**src/rtl/core_pkg.sv**
```systemverilog
// Shared types and constants for the core sequencer.
// Build option: CORE_SEQ_PERF_EN enables the cycle/instret counters.
package core_pkg;

    typedef enum logic [2:0] {
        ST_IDLE      = 3'd0,
        ST_FETCH     = 3'd1,
        ST_DECODE    = 3'd2,
        ST_EXECUTE   = 3'd3,
        ST_WRITEBACK = 3'd4,
        ST_HALT      = 3'd5
    } seq_state_t;

    localparam logic [6:0]  OPCODE_OPIMM = 7'b0010011;
    localparam logic [2:0]  FUNCT3_ADDI  = 3'b000;
    localparam int unsigned INSTR_BYTES  = 4;

    // ADDI is the only instruction the core currently executes.
    function automatic logic is_addi(input logic [31:0] instr);
        return (instr[6:0] == OPCODE_OPIMM) && (instr[14:12] == FUNCT3_ADDI);
    endfunction

endpackage

```
**src/rtl/core_perf_counters.sv**
```systemverilog
// Free-running performance counters: active cycles and retired instructions.
// Only instantiated when CORE_SEQ_PERF_EN is defined.
module core_perf_counters (
    input  logic        i_clock,
    input  logic        i_resetn,
    input  logic        active,
    input  logic        retire,
    output logic [31:0] cycle_count,
    output logic [31:0] instret
);

    // Both counters wrap naturally at 2^32.
    always_ff @(posedge i_clock or negedge i_resetn) begin
        if (!i_resetn) begin
            cycle_count <= '0;
            instret     <= '0;
        end else begin
            if (active) cycle_count <= cycle_count + 32'd1;
            if (retire) instret     <= instret + 32'd1;
        end
    end

endmodule

```
**src/rtl/core_sequencer.sv**
```systemverilog
// Multi-cycle fetch/decode/execute/writeback sequencer for the single-issue core.
// Build option: CORE_SEQ_PERF_EN adds cycle and instret counters; otherwise
// o_cycleCount and o_instret read as zero.
//
// state     | meaning
// ----------+-------------------------------------------------------------
// IDLE      | waiting for i_start
// FETCH     | o_imemReq high, waiting for i_imemValid (bounded by timer)
// DECODE    | instruction register valid, legality check
// EXECUTE   | ALU operands valid
// WRITEBACK | GPR write strobe (rd != x0), PC advances
// HALT      | sticky stop on illegal instruction or fetch timeout
module core_sequencer
    import core_pkg::*;
#(
    parameter logic [31:0] RESET_PC     = 32'h0000_0000,
    parameter int unsigned IMEM_TIMEOUT = 16
) (
    input  logic        i_clock,
    input  logic        i_resetn,
    input  logic        i_start,
    output logic        o_imemReq,
    output logic [31:0] o_imemAddr,
    input  logic        i_imemValid,
    input  logic [31:0] i_imemData,
    output logic [31:0] o_PC,
    output logic [31:0] o_instr,
    output logic [4:0]  o_rs1Addr,
    output logic [4:0]  o_rdAddr,
    output logic [31:0] o_imm,
    output logic        o_aluEn,
    output logic        o_gprWe,
    output logic        o_halted,
    output logic        o_illegal,
    output logic        o_fetchErr,
    output logic [31:0] o_cycleCount,
    output logic [31:0] o_instret
);

    localparam logic [31:0] PC_INIT = {RESET_PC[31:2], 2'b00};
    localparam int unsigned TMR_W   = (IMEM_TIMEOUT > 1) ? $clog2(IMEM_TIMEOUT) : 1;
    // Timer holds the number of further misses tolerated; zero on a miss means timeout.
    localparam logic [TMR_W-1:0] TMR_LOAD = TMR_W'(IMEM_TIMEOUT - 1);

    seq_state_t       state;
    logic [31:0]      pc;
    logic [31:0]      instr;
    logic [TMR_W-1:0] fetch_tmr;
    logic             imem_req;
    logic             alu_en;
    logic             gpr_we;
    logic             halted;
    logic             illegal;
    logic             fetch_err;

    // Sequencer FSM; strobes are registered alongside the state they belong to.
    always_ff @(posedge i_clock or negedge i_resetn) begin
        if (!i_resetn) begin
            state     <= ST_IDLE;
            pc        <= PC_INIT;
            instr     <= '0;
            fetch_tmr <= '0;
            imem_req  <= 1'b0;
            alu_en    <= 1'b0;
            gpr_we    <= 1'b0;
            halted    <= 1'b0;
            illegal   <= 1'b0;
            fetch_err <= 1'b0;
        end else begin
            imem_req <= 1'b0;
            alu_en   <= 1'b0;
            gpr_we   <= 1'b0;
            case (state)
                ST_IDLE: begin
                    if (i_start) begin
                        pc        <= PC_INIT;
                        fetch_tmr <= TMR_LOAD;
                        imem_req  <= 1'b1;
                        state     <= ST_FETCH;
                    end
                end
                ST_FETCH: begin
                    if (i_imemValid) begin
                        instr     <= i_imemData;
                        fetch_tmr <= TMR_LOAD;
                        state     <= ST_DECODE;
                    end else if (fetch_tmr == '0) begin
                        halted    <= 1'b1;
                        fetch_err <= 1'b1;
                        state     <= ST_HALT;
                    end else begin
                        fetch_tmr <= fetch_tmr - 1'b1;
                        imem_req  <= 1'b1;
                    end
                end
                ST_DECODE: begin
                    if (is_addi(instr)) begin
                        alu_en <= 1'b1;
                        state  <= ST_EXECUTE;
                    end else begin
                        // PC is left pointing at the faulting instruction.
                        halted  <= 1'b1;
                        illegal <= 1'b1;
                        state   <= ST_HALT;
                    end
                end
                ST_EXECUTE: begin
                    gpr_we <= (instr[11:7] != 5'd0);
                    state  <= ST_WRITEBACK;
                end
                ST_WRITEBACK: begin
                    pc        <= pc + INSTR_BYTES;
                    fetch_tmr <= TMR_LOAD;
                    imem_req  <= 1'b1;
                    state     <= ST_FETCH;
                end
                ST_HALT: begin
                    state <= ST_HALT;
                end
                default: begin
                    state <= ST_IDLE;
                end
            endcase
        end
    end

    // Instruction fields come from the instruction register, stable DECODE..WRITEBACK.
    always_comb begin
        o_rs1Addr = instr[19:15];
        o_rdAddr  = instr[11:7];
        o_imm     = {{20{instr[31]}}, instr[31:20]};
    end

    assign o_imemReq  = imem_req;
    assign o_imemAddr = pc;
    assign o_PC       = pc;
    assign o_instr    = instr;
    assign o_aluEn    = alu_en;
    assign o_gprWe    = gpr_we;
    assign o_halted   = halted;
    assign o_illegal  = illegal;
    assign o_fetchErr = fetch_err;

`ifdef CORE_SEQ_PERF_EN
    logic perf_active;
    logic perf_retire;

    assign perf_active = (state != ST_IDLE) && (state != ST_HALT);
    assign perf_retire = (state == ST_WRITEBACK);

    core_perf_counters u_perf (
        .i_clock     (i_clock),
        .i_resetn    (i_resetn),
        .active      (perf_active),
        .retire      (perf_retire),
        .cycle_count (o_cycleCount),
        .instret     (o_instret)
    );
`else
    assign o_cycleCount = '0;
    assign o_instret    = '0;
`endif

endmodule

```
**config.mk**
```make
export PLATFORM = sky130hd
export DESIGN_NAME = core_sequencer
export DESIGN_NICKNAME = d
export VERILOG_FILES = /design/src/rtl/core_pkg.sv /design/src/rtl/core_perf_counters.sv /design/src/rtl/core_sequencer.sv
export SDC_FILE = /design/constraint.sdc
export NUM_CORES = 1
export LEC_CHECK = 0
export CORE_MARGIN = 3
export CORE_UTILIZATION = 36
export CTS_CLUSTER_SIZE = 24
export DETAILED_ROUTE_END_ITERATION = 6
export PLACE_DENSITY = 0.74
export SKIP_LAST_GASP = 1
export SLEW_MARGIN = 20
export SYNTH_ARGS = -nofsm -noshare
export SYNTH_HDL_FRONTEND = slang
export SYNTH_SLANG_ARGS = --single-unit
```
**constraint.sdc**
```tcl
create_clock -name i_clock -period 1.55 [get_ports i_clock]
set_input_delay 0.3875 -clock i_clock [delete_from_list [all_inputs] [get_ports i_clock]]
set_output_delay 0.3875 -clock i_clock [all_outputs]
set_load 0.02 [all_outputs]
```
==> impl_table.tex, run 1 <==
\begin{tabular}{lr}
\hline
Metric & Value \\
\hline
\multicolumn{2}{l}{\textbf{Finish}} \\
Sequential cell area & 0.00190 sq mm \\
Total inserted antenna cells & 0 \\
Multi-input gate area & 0.00222 sq mm \\
Area growth from synthesis to layout & 47.2\% \\
Share of final-layout standard cells stronger than drive strength 1 & 0.379 \\
Count of non-filler cells in the finished layout & 798 \\
Count of filler cells inserted in the layout & 1038 \\
Final core utilization & 0.555 \\
Fin nets & 664 \\
\multicolumn{2}{l}{\textbf{Synth}} \\
Post-synthesis compound-gate area fraction & 0.110 \\
Fraction of post-synthesis cell area in the top cell type by area & 0.406 \\
Dominant combinational cell family by area after synthesis & buffers and inverters \\
Largest area contributor in the synthesized netlist & dfrtp\_1 \\
Post-synth EDFFs & 0 \\
Multiplexer fraction of the synthesized cell area & 0.0804 \\
Synthesized cell area & 0.00462 sq mm \\
Simple-gate share of the synthesized area & 0.141 \\
Most common cell in the netlist & buf\_4 \\
Synth unique cells & 56 \\
Most common flop cell mapped by yosys & dfrtp\_1 \\
Flip-flop and latch count after synthesis & 75 \\
Adder-cell area share of the yosys netlist & 0.00541 \\
Leading post-synthesis cells by instance count & buf\_4, dfrtp\_1, o21ai\_0 \\
Xor-xnor portion of the synthesized cell area & 0.00189 \\
Average size of a mapped cell & 10.1 sq um \\
Total of warnings raised by yosys & 0 \\
Post-synthesis sequential area ratio & 0.406 \\
Cells after synthesis & 457 \\
Post-synthesis async set-or-reset flop share & 1.00 \\
Top post-synthesis cells by area & dfrtp\_1, buf\_4, mux2\_2 \\
\multicolumn{2}{l}{\textbf{Worst setup path}} \\
Data required time of the critical path & 1.74 ns \\
Setup Crit Path Kind & flop to flop \\
Arrival time of data at the critical path endpoint & 1.92 ns \\
Kind of start point of the critical path & flop \\
Largest incremental delay on the critical path & 0.40 ns \\
Category of cells accounting for the largest share of critical-path delay & simple AND/OR/NAND/NOR gates \\
Buffers \& Inverters on Critical Path & 1 \\
Worst setup EP type & flop \\
Peak fanout along the critical path & 6 \\
Ordered cell list for the critical path & buf\_6 > nand4\_1 > nor2\_4 > nand4\_4 > o311ai\_2 > o21ai\_1 \\
Slowest CP cell & dfrtp\_2 \\
\multicolumn{2}{l}{\textbf{GRT}} \\
Total congestion overflow & 0 \\
Via count of the first global-routing pass & 3716 \\
Global Route Usage Sum & 0.168 \\
First-pass GRT wire length & 19300 microns \\
Number of antenna violations at the first check in global routing & 0 \\
Largest net degree at the start of global routing & 33 \\
\multicolumn{2}{l}{\textbf{Pwr}} \\
Fraction of power consumed by combinational cells & 0.549 \\
Net switching fraction of the power & 0.418 \\
Net switching power & 0.00487 W \\
Power per cell area & 1710 mW/mm\^{}2 \\
Worst VDD drop & 0.613 mV \\
Total internal power & 0.00678 W \\
Fraction of power consumed by sequential logic & 0.271 \\
Portion of total power attributed to the clock network & 0.180 \\
LEAKAGE & 3.38 nW \\
\multicolumn{2}{l}{\textbf{Timing}} \\
Post-route worst hold slack & 0.0110 ns \\
Least setup slack across all paths after layout & -0.184 ns \\
Highest achievable clock rate & 577 MHz \\
Final number of setup-violating endpoints & 49 \\
Crit path time final & 1.73 ns \\
Final cycle utilization of the critical path & 1.12 \\
Final worst clock skew & 0.00368 ns \\
Setup repair after global routing missed its margin & yes \\
Number of failing hold endpoints at the final stage & 0 \\
Fin. max-slew vios & 0 \\
\multicolumn{2}{l}{\textbf{Detailed routing}} \\
Detail-routed net length per standard cell & 16.9 microns \\
DR iter-0 viols & 244 \\
Number of iterations in the first detailed-routing pass & 4 \\
Total wire length & 13500 microns \\
Avg Vias per Cell & 4.79 \\
Remaining DRCs & 0 \\
Routed Antenna Nets & 0 \\
DR vias & 3822 \\
\multicolumn{2}{l}{\textbf{Floorplan}} \\
Die span in y & 119 microns \\
Site Rows & 40 \\
Die outline width & 119 microns \\
Die Footprint & 0.0142 sq mm \\
CORE AREA & 0.0123 sq mm \\
Ports & 244 \\
Initial Util & 0.377 \\
\multicolumn{2}{l}{\textbf{Clock tree}} \\
CTS tree & built \\
Clock-pin slew reported for the worst setup and hold paths after clock tree synthesis & 0.05 ns \\
Bufs on Longest Clock Path & 2 \\
Cts bufs inserted & 9 \\
CTS sink cnt & 75 \\
Level count of the clock H-tree & 3 \\
Cell chosen for the clock root & clkbuf\_16 \\
Clock network latency to the later pin of the worst-skew pair & 0.33 ns \\
\multicolumn{2}{l}{\textbf{Placed design}} \\
Count of input and output buffers & 175 \\
Worst slack at placement & -0.480 ns \\
Placed Instances & 763 \\
HPWL after detailed placement & 9250 microns \\
Gpl congestion & 0.793 \\
\multicolumn{2}{l}{\textbf{Flow run}} \\
Count of max-cap constraint violations & 0 \\
\multicolumn{2}{l}{\textbf{Status}} \\
Violations in the final reports & negative setup slack \\
Status & complete, but fails checks \\
\multicolumn{2}{l}{\textbf{Worst hold path}} \\
Min-Delay Path Class & input port to asynchronous set/reset pin \\
\hline
\end{tabular}
[cell usage in the layout (no fill, tap or decap), types with 11 or more instances in the layout]
master           synthesis  layout
nand2_1                 22      19
dlygate4sd2_1            0      91
clkdlybuf4s50_1          0      32
dfrtp_1                 75      57
buf_6                    2      14
nand4_1                 11      11
clkbuf_2                 0      19
clkbuf_16                0      11
o21ai_0                 36      14
buf_2                    3      23
buf_4                  145      50
dfrtp_2                  0      18
conb_1                   1      68
mux2_4                   0      33
o21ai_1                  3      23
[kinds of logic after synthesis]
| group | count (synthesis) |
|---|---|
| buffers and inverters | 164 |
| AND/OR/NAND/NOR | 99 |
| AO/OA/AOI/OAI | 82 |
| flip-flops | 75 |
| multiplexers | 33 |
| adder cells (fa/ha/maj) | 2 |
| other | 1 |
| XOR/XNOR | 1 |
[layer usage]
layer  track usage  part of all wire  wire length [microns]  up-vias
met5             0                 0                      0        -
met4        0.0666             0.022                    297        0
met3        0.0351             0.056                    749       20
met2         0.310              0.53                   7150      166
met1         0.188              0.39                   5260     1891
li1              -                 -                      -     1745
[per-stage QoR]
step | area [sq um] | TNS [ns] | power, W
floorplan | 5000 | -0.775 | 0.00729
global placement | 6260 | -19.31 | 0.00939
detailed placement | 6260 | -21.62 | 0.00960
CTS | 6590 | -2.26 | 0.0112
global route | 6810 | -7.35 | 0.0122
finish | 6810 | -3.56 | 0.0116
[cell type report]
type | count | area share
tap | 168 | 0.0309
multi-input combinational | 285 | 0.327
inverter | 9 | 0.00496
timing repair buffer | 246 | 0.315
clock inverter | 2 | 0.00515
clock buffer | 13 | 0.0382
sequential | 75 | 0.279
[sequential cells by signal (all words and copies together), names as in the netlist]
name and count:
o_fetchErr 1, o_imemReq 1, fetch_tmr 4, o_aluEn 1, o_halted 1, o_instr 32
o_PC 30, o_illegal 1, state 3, o_gprWe 1
[power groups by stage]
stage	Clock (W)	Combinational (W)	Sequential [W]
floorplan	0	0.00356	0.00373
global placement	0	0.00630	0.00310
detailed placement	0	0.00646	0.00314
CTS	0.00214	0.00595	0.00310
global route	0.00223	0.00671	0.00325
finish	0.00210	0.00639	0.00316
[path summary, 6_finish.rpt]
path / start / endpoint / slack, ns / depth (start not counted)
max reg2reg: o_PC[2] / o_PC[31] / -0.18 / 6
min: i_resetn / o_PC[2] / 0.01 / 1
min in group i_clock: i_start / state[0] / 0.47 / 3
min reg2reg: o_fetchErr / o_fetchErr / 0.48 / 1
max in group asynchronous: i_resetn / o_instr[12] / 1.04 / 2
max: o_PC[2] / o_PC[31] / -0.18 / 6
[worst reg2reg max path: cells and delay by family, from the launching register on]
family,cells,cell delay (ns)
buffers and inverters,1,0.12
AO/OA/AOI/OAI,2,0.49
AND/OR/NAND/NOR,3,0.59
flip-flops,1,0.40
[what timing repair did]
item	CTS	global route
gates cloned	0	4
pin swaps	16	21
setup endpoints to repair	194	113
resized for setup	230	140
setup buffers	8	10
hold buffers	0	0
No activity file was read; power rests on OpenSTA's default activity.
==> run 2: changes to the inputs <==
--- a/config.mk
+++ b/config.mk
@@ -6,10 +6,11 @@
 export NUM_CORES = 1
 export LEC_CHECK = 0
 export CORE_MARGIN = 3
-export CORE_UTILIZATION = 36
+export CORE_UTILIZATION = 58
 export CTS_CLUSTER_SIZE = 24
 export DETAILED_ROUTE_END_ITERATION = 6
-export PLACE_DENSITY = 0.74
+export DONT_BUFFER_PORTS = 1
+export PLACE_DENSITY = 0.73
 export SKIP_LAST_GASP = 1
 export SLEW_MARGIN = 20
 export SYNTH_ARGS = -nofsm -noshare
==> constraint.sdc (replaced) <==
create_clock -name i_clock -period 1.55 [get_ports i_clock]
set_input_delay 0.3875 -clock i_clock [delete_from_list [all_inputs] [get_ports i_clock]]
set_output_delay 0.3875 -clock i_clock [all_outputs]
set_load 0.1 [all_outputs]
==> run 2 against run 1 <==
Against the previous run: the run now fails in global routing; area after synthesis did not move; synthesized cell count did not move.
==> impl_table.tex, run 2 <==
\begin{tabular}{lr}
\hline
Metric & Value \\
\hline
\multicolumn{2}{l}{\textbf{Synth}} \\
Most common flop cell mapped by yosys & dfrtp\_1 \\
Cells after synthesis & 457 (unchanged) \\
Fraction of post-synthesis cell area in the top cell type by area & 0.406 (unchanged) \\
Average size of a mapped cell & 10.1 sq um (unchanged) \\
Most common cell in the netlist & buf\_4 \\
Largest area contributor in the synthesized netlist & dfrtp\_1 \\
Multiplexer fraction of the synthesized cell area & 0.0804 (unchanged) \\
Dominant combinational cell family by area after synthesis & buffers and inverters \\
Post-synthesis sequential area ratio & 0.406 (unchanged) \\
Post-synthesis async set-or-reset flop share & 1.00 (unchanged) \\
Leading post-synthesis cells by instance count & buf\_4, dfrtp\_1, o21ai\_0 \\
Synth unique cells & 56 (unchanged) \\
Xor-xnor portion of the synthesized cell area & 0.00189 (unchanged) \\
Synthesized cell area & 0.00462 sq mm (unchanged) \\
Top post-synthesis cells by area & dfrtp\_1, buf\_4, mux2\_2 \\
Total of warnings raised by yosys & 0 (unchanged) \\
Flip-flop and latch count after synthesis & 75 (unchanged) \\
Post-synthesis compound-gate area fraction & 0.110 (unchanged) \\
Adder-cell area share of the yosys netlist & 0.00541 (unchanged) \\
Post-synth EDFFs & 0 (unchanged) \\
Simple-gate share of the synthesized area & 0.141 (unchanged) \\
\multicolumn{2}{l}{\textbf{GRT}} \\
Number of antenna violations at the first check in global routing & 1 \\
Largest net degree at the start of global routing & 76 \\
\multicolumn{2}{l}{\textbf{Timing}} \\
Worst\_ep kind & top-level output \\
Worst endpoint left by the global-route repair\_timing run & o\_imm[24] \\
\multicolumn{2}{l}{\textbf{Clock tree}} \\
CTS sink cnt & 75 (unchanged) \\
Cell chosen for the clock root & clkbuf\_8 \\
Bufs on Longest Clock Path & 2 (unchanged) \\
Cts bufs inserted & 9 (unchanged) \\
Level count of the clock H-tree & 3 (unchanged) \\
\multicolumn{2}{l}{\textbf{Placed design}} \\
Worst slack at placement & -0.133 ns (+0.347 ns) \\
Count of input and output buffers & 0 (-100\%) \\
Placed Instances & 596 (-22\%) \\
HPWL after detailed placement & 8050 microns (-13\%) \\
Gpl congestion & 0.833 (+5.1\%) \\
\multicolumn{2}{l}{\textbf{Status}} \\
Last flow stage reached & global routing \\
Status & did not finish \\
Error text reported by the tool & [ERROR DPL-0033] detailed placement checks failed during check placement. \\
\multicolumn{2}{l}{\textbf{Floorplan}} \\
Die outline width & 95.3 microns (-20\%) \\
Die span in y & 95.3 microns (-20\%) \\
Site Rows & 31 (-23\%) \\
Initial Util & 0.618 (+0.241) \\
Ports & 244 (unchanged) \\
\hline
\end{tabular}
-- run 2: cell counts after synthesis --
No cell type changed its count.
-- run 2: cells by family after synthesis --
kind of cell               after synthesis
adders and majority gates                2
DFF                                     75
muxes                                   33
and+or+nand+nor                         99
AOI/OAI and AO/OA                       82
other                                    1
xor gates and xnor gates                 1
buffers and inverters                  164
-- run 2: what timing repair did --
action	4_1_cts
cloned	4
endpoints found under the setup margin	129
resized for setup	103
buffers inserted	34
endpoints found under the hold margin	75
pin swaps	20
-- run 2: metrics by stage --
step                utilization  area [sq um]
global placement          0.741          5540
CTS                       0.876          6560
floorplan                     -          5170
detailed placement        0.741          5540
==> run 3: changes to the inputs <==
--- a/config.mk
+++ b/config.mk
@@ -6,11 +6,10 @@
 export NUM_CORES = 1
 export LEC_CHECK = 0
 export CORE_MARGIN = 3
-export CORE_UTILIZATION = 58
-export CTS_CLUSTER_SIZE = 24
+export CORE_UTILIZATION = 40
 export DETAILED_ROUTE_END_ITERATION = 6
 export DONT_BUFFER_PORTS = 1
-export PLACE_DENSITY = 0.73
+export PLACE_DENSITY_LB_ADDON = 0.15
 export SKIP_LAST_GASP = 1
 export SLEW_MARGIN = 20
 export SYNTH_ARGS = -nofsm -noshare
==> constraint.sdc (replaced) <==
create_clock -name i_clock -period 2.02 [get_ports i_clock]
set_input_delay 0.505 -clock i_clock [delete_from_list [all_inputs] [get_ports i_clock]]
set_output_delay 0.505 -clock i_clock [all_outputs]
set_load 0.1 [all_outputs]
==> run 3 against run 2 <==
Against the previous run: the flow now finishes, with violations (negative hold slack).
==> impl_table.tex, run 3 (same netlist as run 1, synthesis figures left out) <==
\begin{tabular}{lr}
\hline
Metric & Value \\
\hline
\multicolumn{2}{l}{\textbf{Status}} \\
Status & complete, but fails checks \\
Violations in the final reports & negative hold slack \\
\multicolumn{2}{l}{\textbf{Finish}} \\
Total inserted antenna cells & 0 \\
Count of filler cells inserted in the layout & 993 \\
Leading cell types in the layout, fill and taps excluded & conb\_1, dfrtp\_2, buf\_4 \\
Max FFs per register & 32 \\
Sequential cell area & 0.00195 sq mm \\
Area growth from synthesis to layout & 12.3\% \\
Fin nets & 493 \\
Share of final-layout standard cells stronger than drive strength 1 & 0.424 \\
Multi-input gate area & 0.00183 sq mm \\
Most frequent standard cell in the layout excluding fill and tap cells & conb\_1 \\
\multicolumn{2}{l}{\textbf{Timing}} \\
Final number of setup-violating endpoints & 0 \\
Accumulated negative setup slack & 0 ns \\
Max transition margin & 0.346 \\
Post-route worst hold slack & -0.132 ns \\
Fin. max-slew vios & 0 \\
Setup repair after global routing missed its margin & no \\
Final worst clock skew & 0.00456 ns \\
Highest achievable clock rate & 532 MHz \\
Number of failing hold endpoints at the final stage & 75 \\
Transition time of the tightest slew-check pin & 0.980 ns \\
Final cycle utilization of the critical path & 0.931 \\
Least setup slack across all paths after layout & 0.139 ns \\
Crit path time final & 1.88 ns \\
\multicolumn{2}{l}{\textbf{Clock tree}} \\
Clock network latency to the later pin of the worst-skew pair & 0.33 ns \\
Clock-pin slew reported for the worst setup and hold paths after clock tree synthesis & 0.06 ns \\
CTS tree & built \\
Level count of the clock H-tree & 3 (unchanged) \\
Cell chosen for the clock root & clkbuf\_16 \\
Number of gates resized after CTS & 0 (-100\%) \\
Bufs on Longest Clock Path & 2 (unchanged) \\
Cts bufs inserted & 9 (unchanged) \\
\# Post-CTS Setup Buffers & 0 (-100\%) \\
CTS sink cnt & 75 (unchanged) \\
\multicolumn{2}{l}{\textbf{Floorplan}} \\
Ports & 244 (unchanged) \\
Die span in y & 114 microns (+19\%) \\
Site Rows & 38 (+23\%) \\
Initial Util & 0.417 (-0.200) \\
Die outline width & 114 microns (+19\%) \\
Die Footprint & 0.0129 sq mm \\
CORE AREA & 0.0111 sq mm \\
\multicolumn{2}{l}{\textbf{Detailed routing}} \\
Met1 wire length & 3820 microns \\
Remaining DRCs & 0 \\
Routed Antenna Nets & 0 \\
Total wire length & 9610 microns \\
Number of iterations in the first detailed-routing pass & 4 \\
DR vias & 3036 \\
Met3 Wirelength & 849 microns \\
Detail-routed net length per standard cell & 16.0 microns \\
Avg Vias per Cell & 5.06 \\
Uppermost signal routing layer after detailed routing & met4 \\
Met2 Wirelength & 4780 microns \\
DR iter-0 viols & 125 \\
\multicolumn{2}{l}{\textbf{Placed design}} \\
Gpl congestion & 0.815 (-2.2\%) \\
Worst slack at placement & 0.208 ns (+0.342 ns) \\
Count of input and output buffers & 0 (unchanged) \\
HPWL after detailed placement & 6970 microns (-13\%) \\
\multicolumn{2}{l}{\textbf{Worst setup path}} \\
Buffers \& Inverters on Critical Path & 2 \\
Kind of start point of the critical path & flop \\
Cell type with the highest occurrence count on the critical path & buf\_12 \\
Worst setup EP type & output port \\
Peak fanout along the critical path & 8 \\
Arrival time of data at the critical path endpoint & 1.38 ns \\
Category of cells accounting for the largest share of critical-path delay & buffers and inverters \\
Ordered cell list for the critical path & buf\_12 > buf\_12 \\
Data required time of the critical path & 1.51 ns \\
Setup Crit Path Kind & flop to output port \\
Largest incremental delay on the critical path & 0.51 ns \\
Slowest CP cell & dfrtp\_4 \\
\multicolumn{2}{l}{\textbf{GRT}} \\
Largest net degree at the start of global routing & 76 \\
Total congestion overflow & 0 \\
Via count of the first global-routing pass & 2843 \\
Global Route Usage Sum & 0.148 \\
Number of antenna violations at the first check in global routing & 0 \\
First-pass GRT wire length & 15200 microns \\
\multicolumn{2}{l}{\textbf{Worst hold path}} \\
Min-Delay Path Class & input port to asynchronous set/reset pin \\
\multicolumn{2}{l}{\textbf{Flow run}} \\
Count of max-cap constraint violations & 0 \\
\hline
\end{tabular}
## run 3: layer usage
metal / GRT usage / vias to the layer above
li1: - / 1394
met1: 0.188 / 1461
met3: 0.0408 / 13
met5: 0 / -
met2: 0.238 / 168
met4: 0.0601 / 0
## run 3: through the flow
step           instances  area (sq um)  utilization
6_report             600          5190        0.469
3_5_place_dp         584          4880        0.441
4_1_cts              600          5190        0.469
5_1_grt              600          5190        0.469
2_1_floorplan        524          4920            -
3_3_place_gp         584          4880        0.441
## run 3: final timing paths
| path | start | end | slack (ns) | depth (start not counted) |
|---|---|---|---|---|
| max reg2reg | o_PC[2] | o_PC[28] | 0.17 | 6 |
| max | o_instr[31] | o_imm[17] | 0.14 | 2 |
| min | i_resetn | o_PC[5] | -0.13 | 0 |
| min in group i_clock | i_imemData[25] | o_instr[25] | 0.30 | 1 |
| max in group asynchronous | i_resetn | o_instr[31] | 2.01 | 0 |
| min reg2reg | o_PC[22] | o_PC[22] | 0.50 | 1 |
## run 3: area by class of cell
| type | count | share of cell area |
|---|---|---|
| clock inverter | 6 | 0.0140 |
| tap | 140 | 0.0337 |
| clock buffer | 10 | 0.0460 |
| inverter | 9 | 0.00651 |
| multi-input combinational | 285 | 0.352 |
| sequential | 75 | 0.375 |
| timing repair buffer | 75 | 0.173 |
Power of run 3 is left out: the tool's default activity adds up to more than one toggle a clock period on the data nets, which glitch-free logic cannot reach.
==> run 4: changes to the inputs <==
--- a/config.mk
+++ b/config.mk
@@ -5,8 +5,10 @@
 export SDC_FILE = /design/constraint.sdc
 export NUM_CORES = 1
 export LEC_CHECK = 0
+export CELL_PAD_IN_SITES_DETAIL_PLACEMENT = 2
+export CELL_PAD_IN_SITES_GLOBAL_PLACEMENT = 2
 export CORE_MARGIN = 3
-export CORE_UTILIZATION = 40
+export CORE_UTILIZATION = 23
 export DETAILED_ROUTE_END_ITERATION = 6
 export DONT_BUFFER_PORTS = 1
 export PLACE_DENSITY_LB_ADDON = 0.15
==> run 4 against run 3 <==
Against the previous run: the run still ends with negative hold slack left; highest routed layer unchanged; global-route usage down 2.9 points; register-to-register slack worse by 0.02 ns; sequential cell count unchanged; non-clock buffer count up 10.
==> impl_table.tex, run 4 (same netlist as run 1, synthesis figures left out) <==
\begin{tabular}{lr}
\hline
Metric & Value \\
\hline
\multicolumn{2}{l}{\textbf{Detailed routing}} \\
Detail-routed net length per standard cell & 18.0 microns (+13\%) \\
Total wire length & 13200 microns (+38\%) \\
Avg Vias per Cell & 4.31 (-15\%) \\
Remaining DRCs & 0 (unchanged) \\
DR iter-0 viols & 99 (-21\%) \\
Routed Antenna Nets & 0 (unchanged) \\
DR vias & 3168 (+4.3\%) \\
Number of iterations in the first detailed-routing pass & 4 (unchanged) \\
\multicolumn{2}{l}{\textbf{Status}} \\
Violations in the final reports & negative hold slack \\
Status & complete, but fails checks \\
\multicolumn{2}{l}{\textbf{Timing}} \\
Crit path time final & 1.91 ns (+0.0285 ns) \\
Post-route worst hold slack & -0.147 ns (-0.0150 ns) \\
Final worst clock skew & 0.00410 ns (-0.000453 ns) \\
Fin. max-slew vios & 0 (unchanged) \\
Number of failing hold endpoints at the final stage & 75 (unchanged) \\
Least setup slack across all paths after layout & 0.110 ns (-0.0285 ns) \\
Max transition margin & 0.337 (-0.00929) \\
Final number of setup-violating endpoints & 0 (unchanged) \\
Setup repair after global routing missed its margin & no \\
Final cycle utilization of the critical path & 0.945 (+0.0141) \\
Transition time of the tightest slew-check pin & 0.994 ns (+0.0139 ns) \\
Highest achievable clock rate & 524 MHz (-1.5\%) \\
Accumulated negative setup slack & 0 ns (unchanged) \\
\multicolumn{2}{l}{\textbf{Worst setup path}} \\
Worst setup EP type & output port \\
Kind of start point of the critical path & flop \\
Setup Crit Path Kind & flop to output port \\
Buffers \& Inverters on Critical Path & 2 (unchanged) \\
Crit. path cell count & 2 (unchanged) \\
Category of cells accounting for the largest share of critical-path delay & buffers and inverters \\
Cells on worst reg2reg path & 6 (unchanged) \\
Ordered cell list for the critical path & buf\_4 > buf\_4 \\
Slowest CP cell & dfrtp\_2 \\
Cell type with the highest occurrence count on the critical path & buf\_4 \\
Data required time of the critical path & 1.51 ns (about the same) \\
Arrival time of data at the critical path endpoint & 1.40 ns (+0.02 ns) \\
Largest incremental delay on the critical path & 0.36 ns (-0.15 ns) \\
Peak fanout along the critical path & 8 (unchanged) \\
\multicolumn{2}{l}{\textbf{Finish}} \\
Area growth from synthesis to layout & 18.1\% \\
Most frequent standard cell in the layout excluding fill and tap cells & conb\_1 \\
Max FFs per register & 32 (unchanged) \\
Fin nets & 503 (+2.0\%) \\
Sequential cell area & 0.00195 sq mm (unchanged) \\
Leading cell types in the layout, fill and taps excluded & conb\_1, buf\_4, dfrtp\_2 \\
Share of final-layout standard cells stronger than drive strength 1 & 0.434 (+0.0101) \\
Multi-input gate area & 0.00183 sq mm (unchanged) \\
Total inserted antenna cells & 0 (unchanged) \\
Count of filler cells inserted in the layout & 2176 (+120\%) \\
\multicolumn{2}{l}{\textbf{Worst hold path}} \\
Min-Delay Path Class & input port to asynchronous set/reset pin \\
\multicolumn{2}{l}{\textbf{Clock tree}} \\
CTS sink cnt & 75 (unchanged) \\
CTS tree & built \\
Clock network latency to the later pin of the worst-skew pair & 0.34 ns (about the same) \\
Cell chosen for the clock root & clkbuf\_16 \\
Bufs on Longest Clock Path & 2 (unchanged) \\
Level count of the clock H-tree & 3 (unchanged) \\
Clock-pin slew reported for the worst setup and hold paths after clock tree synthesis & 0.06 ns (about the same) \\
Cts bufs inserted & 9 (unchanged) \\
\multicolumn{2}{l}{\textbf{Floorplan}} \\
CORE AREA & 0.0196 sq mm (+77\%) \\
Initial Util & 0.236 (-0.181) \\
Site Rows & 51 (+34\%) \\
Die Footprint & 0.0218 sq mm (+70\%) \\
Ports & 244 (unchanged) \\
Die outline width & 148 microns (+30\%) \\
Die span in y & 148 microns (+30\%) \\
\multicolumn{2}{l}{\textbf{Placed design}} \\
HPWL after detailed placement & 9720 microns (+40\%) \\
Count of input and output buffers & 0 (unchanged) \\
Worst slack at placement & 0.163 ns (-0.0452 ns) \\
Gpl congestion & 0.688 (-16\%) \\
\multicolumn{2}{l}{\textbf{GRT}} \\
Via count of the first global-routing pass & 3453 (+21\%) \\
Number of antenna violations at the first check in global routing & 0 (unchanged) \\
Total congestion overflow & 0 (unchanged) \\
First-pass GRT wire length & 20300 microns (+34\%) \\
Largest net degree at the start of global routing & 76 (unchanged) \\
Global Route Usage Sum & 0.119 (-0.0286) \\
\multicolumn{2}{l}{\textbf{Flow run}} \\
Count of max-cap constraint violations & 0 (unchanged) \\
\hline
\end{tabular}
-- run 4: cell type report --
type,instances,area share
clock buffers,10,0.0419
clock inverters,6,0.0165
inverters,9,0.00619
multi-input cells,285,0.335
flip-flops and latches,75,0.357
well taps,265,0.0607
repair buffers,85,0.183
-- run 4: metal layers --
| metal | track usage | vias up | part of all wire |
|---|---|---|---|
| li1 | - | 1410 | - |
| met1 | 0.132 | 1594 | 0.39 |
| met2 | 0.210 | 152 | 0.50 |
| met3 | 0.0484 | 12 | 0.097 |
| met4 | 0.0368 | 0 | 0.013 |
| met5 | 0 | - | 0 |
-- run 4: path summary, 6_finish.rpt --
kind	from	end	slack, ns
worst max-delay path	o_PC[20]	o_imemAddr[20]	0.11
worst min-delay path	i_resetn	o_halted	-0.15
worst max register to register	o_PC[2]	o_PC[28]	0.15
worst min register to register	fetch_tmr[2]	fetch_tmr[2]	0.51
max in group asynchronous	i_resetn	o_PC[13]	2.05
min in group i_clock	i_imemData[26]	o_instr[26]	0.29
-- run 4: per-stage QoR --
| step | std cells | area, sq um | utilization | hold slack (ns) |
|---|---|---|---|---|
| global placement | 716 | 5110 | 0.261 | 0.212 |
| detailed placement | 716 | 5110 | 0.261 | 0.213 |
| CTS | 732 | 5440 | 0.278 | -0.174 |
| global route | 735 | 5460 | 0.279 | -0.173 |
| floorplan | 524 | 4920 | - | 0.209 |
| finish | 735 | 5460 | 0.279 | -0.147 |
-- run 4: timing repair --
item	in CTS	in global routing
endpoints found under the setup margin	2	5
endpoints found under the hold margin	75	75
buffers inserted	0	3
pin swaps	0	0
gates resized for setup	1	0
Power of run 4 is left out for the same reason.
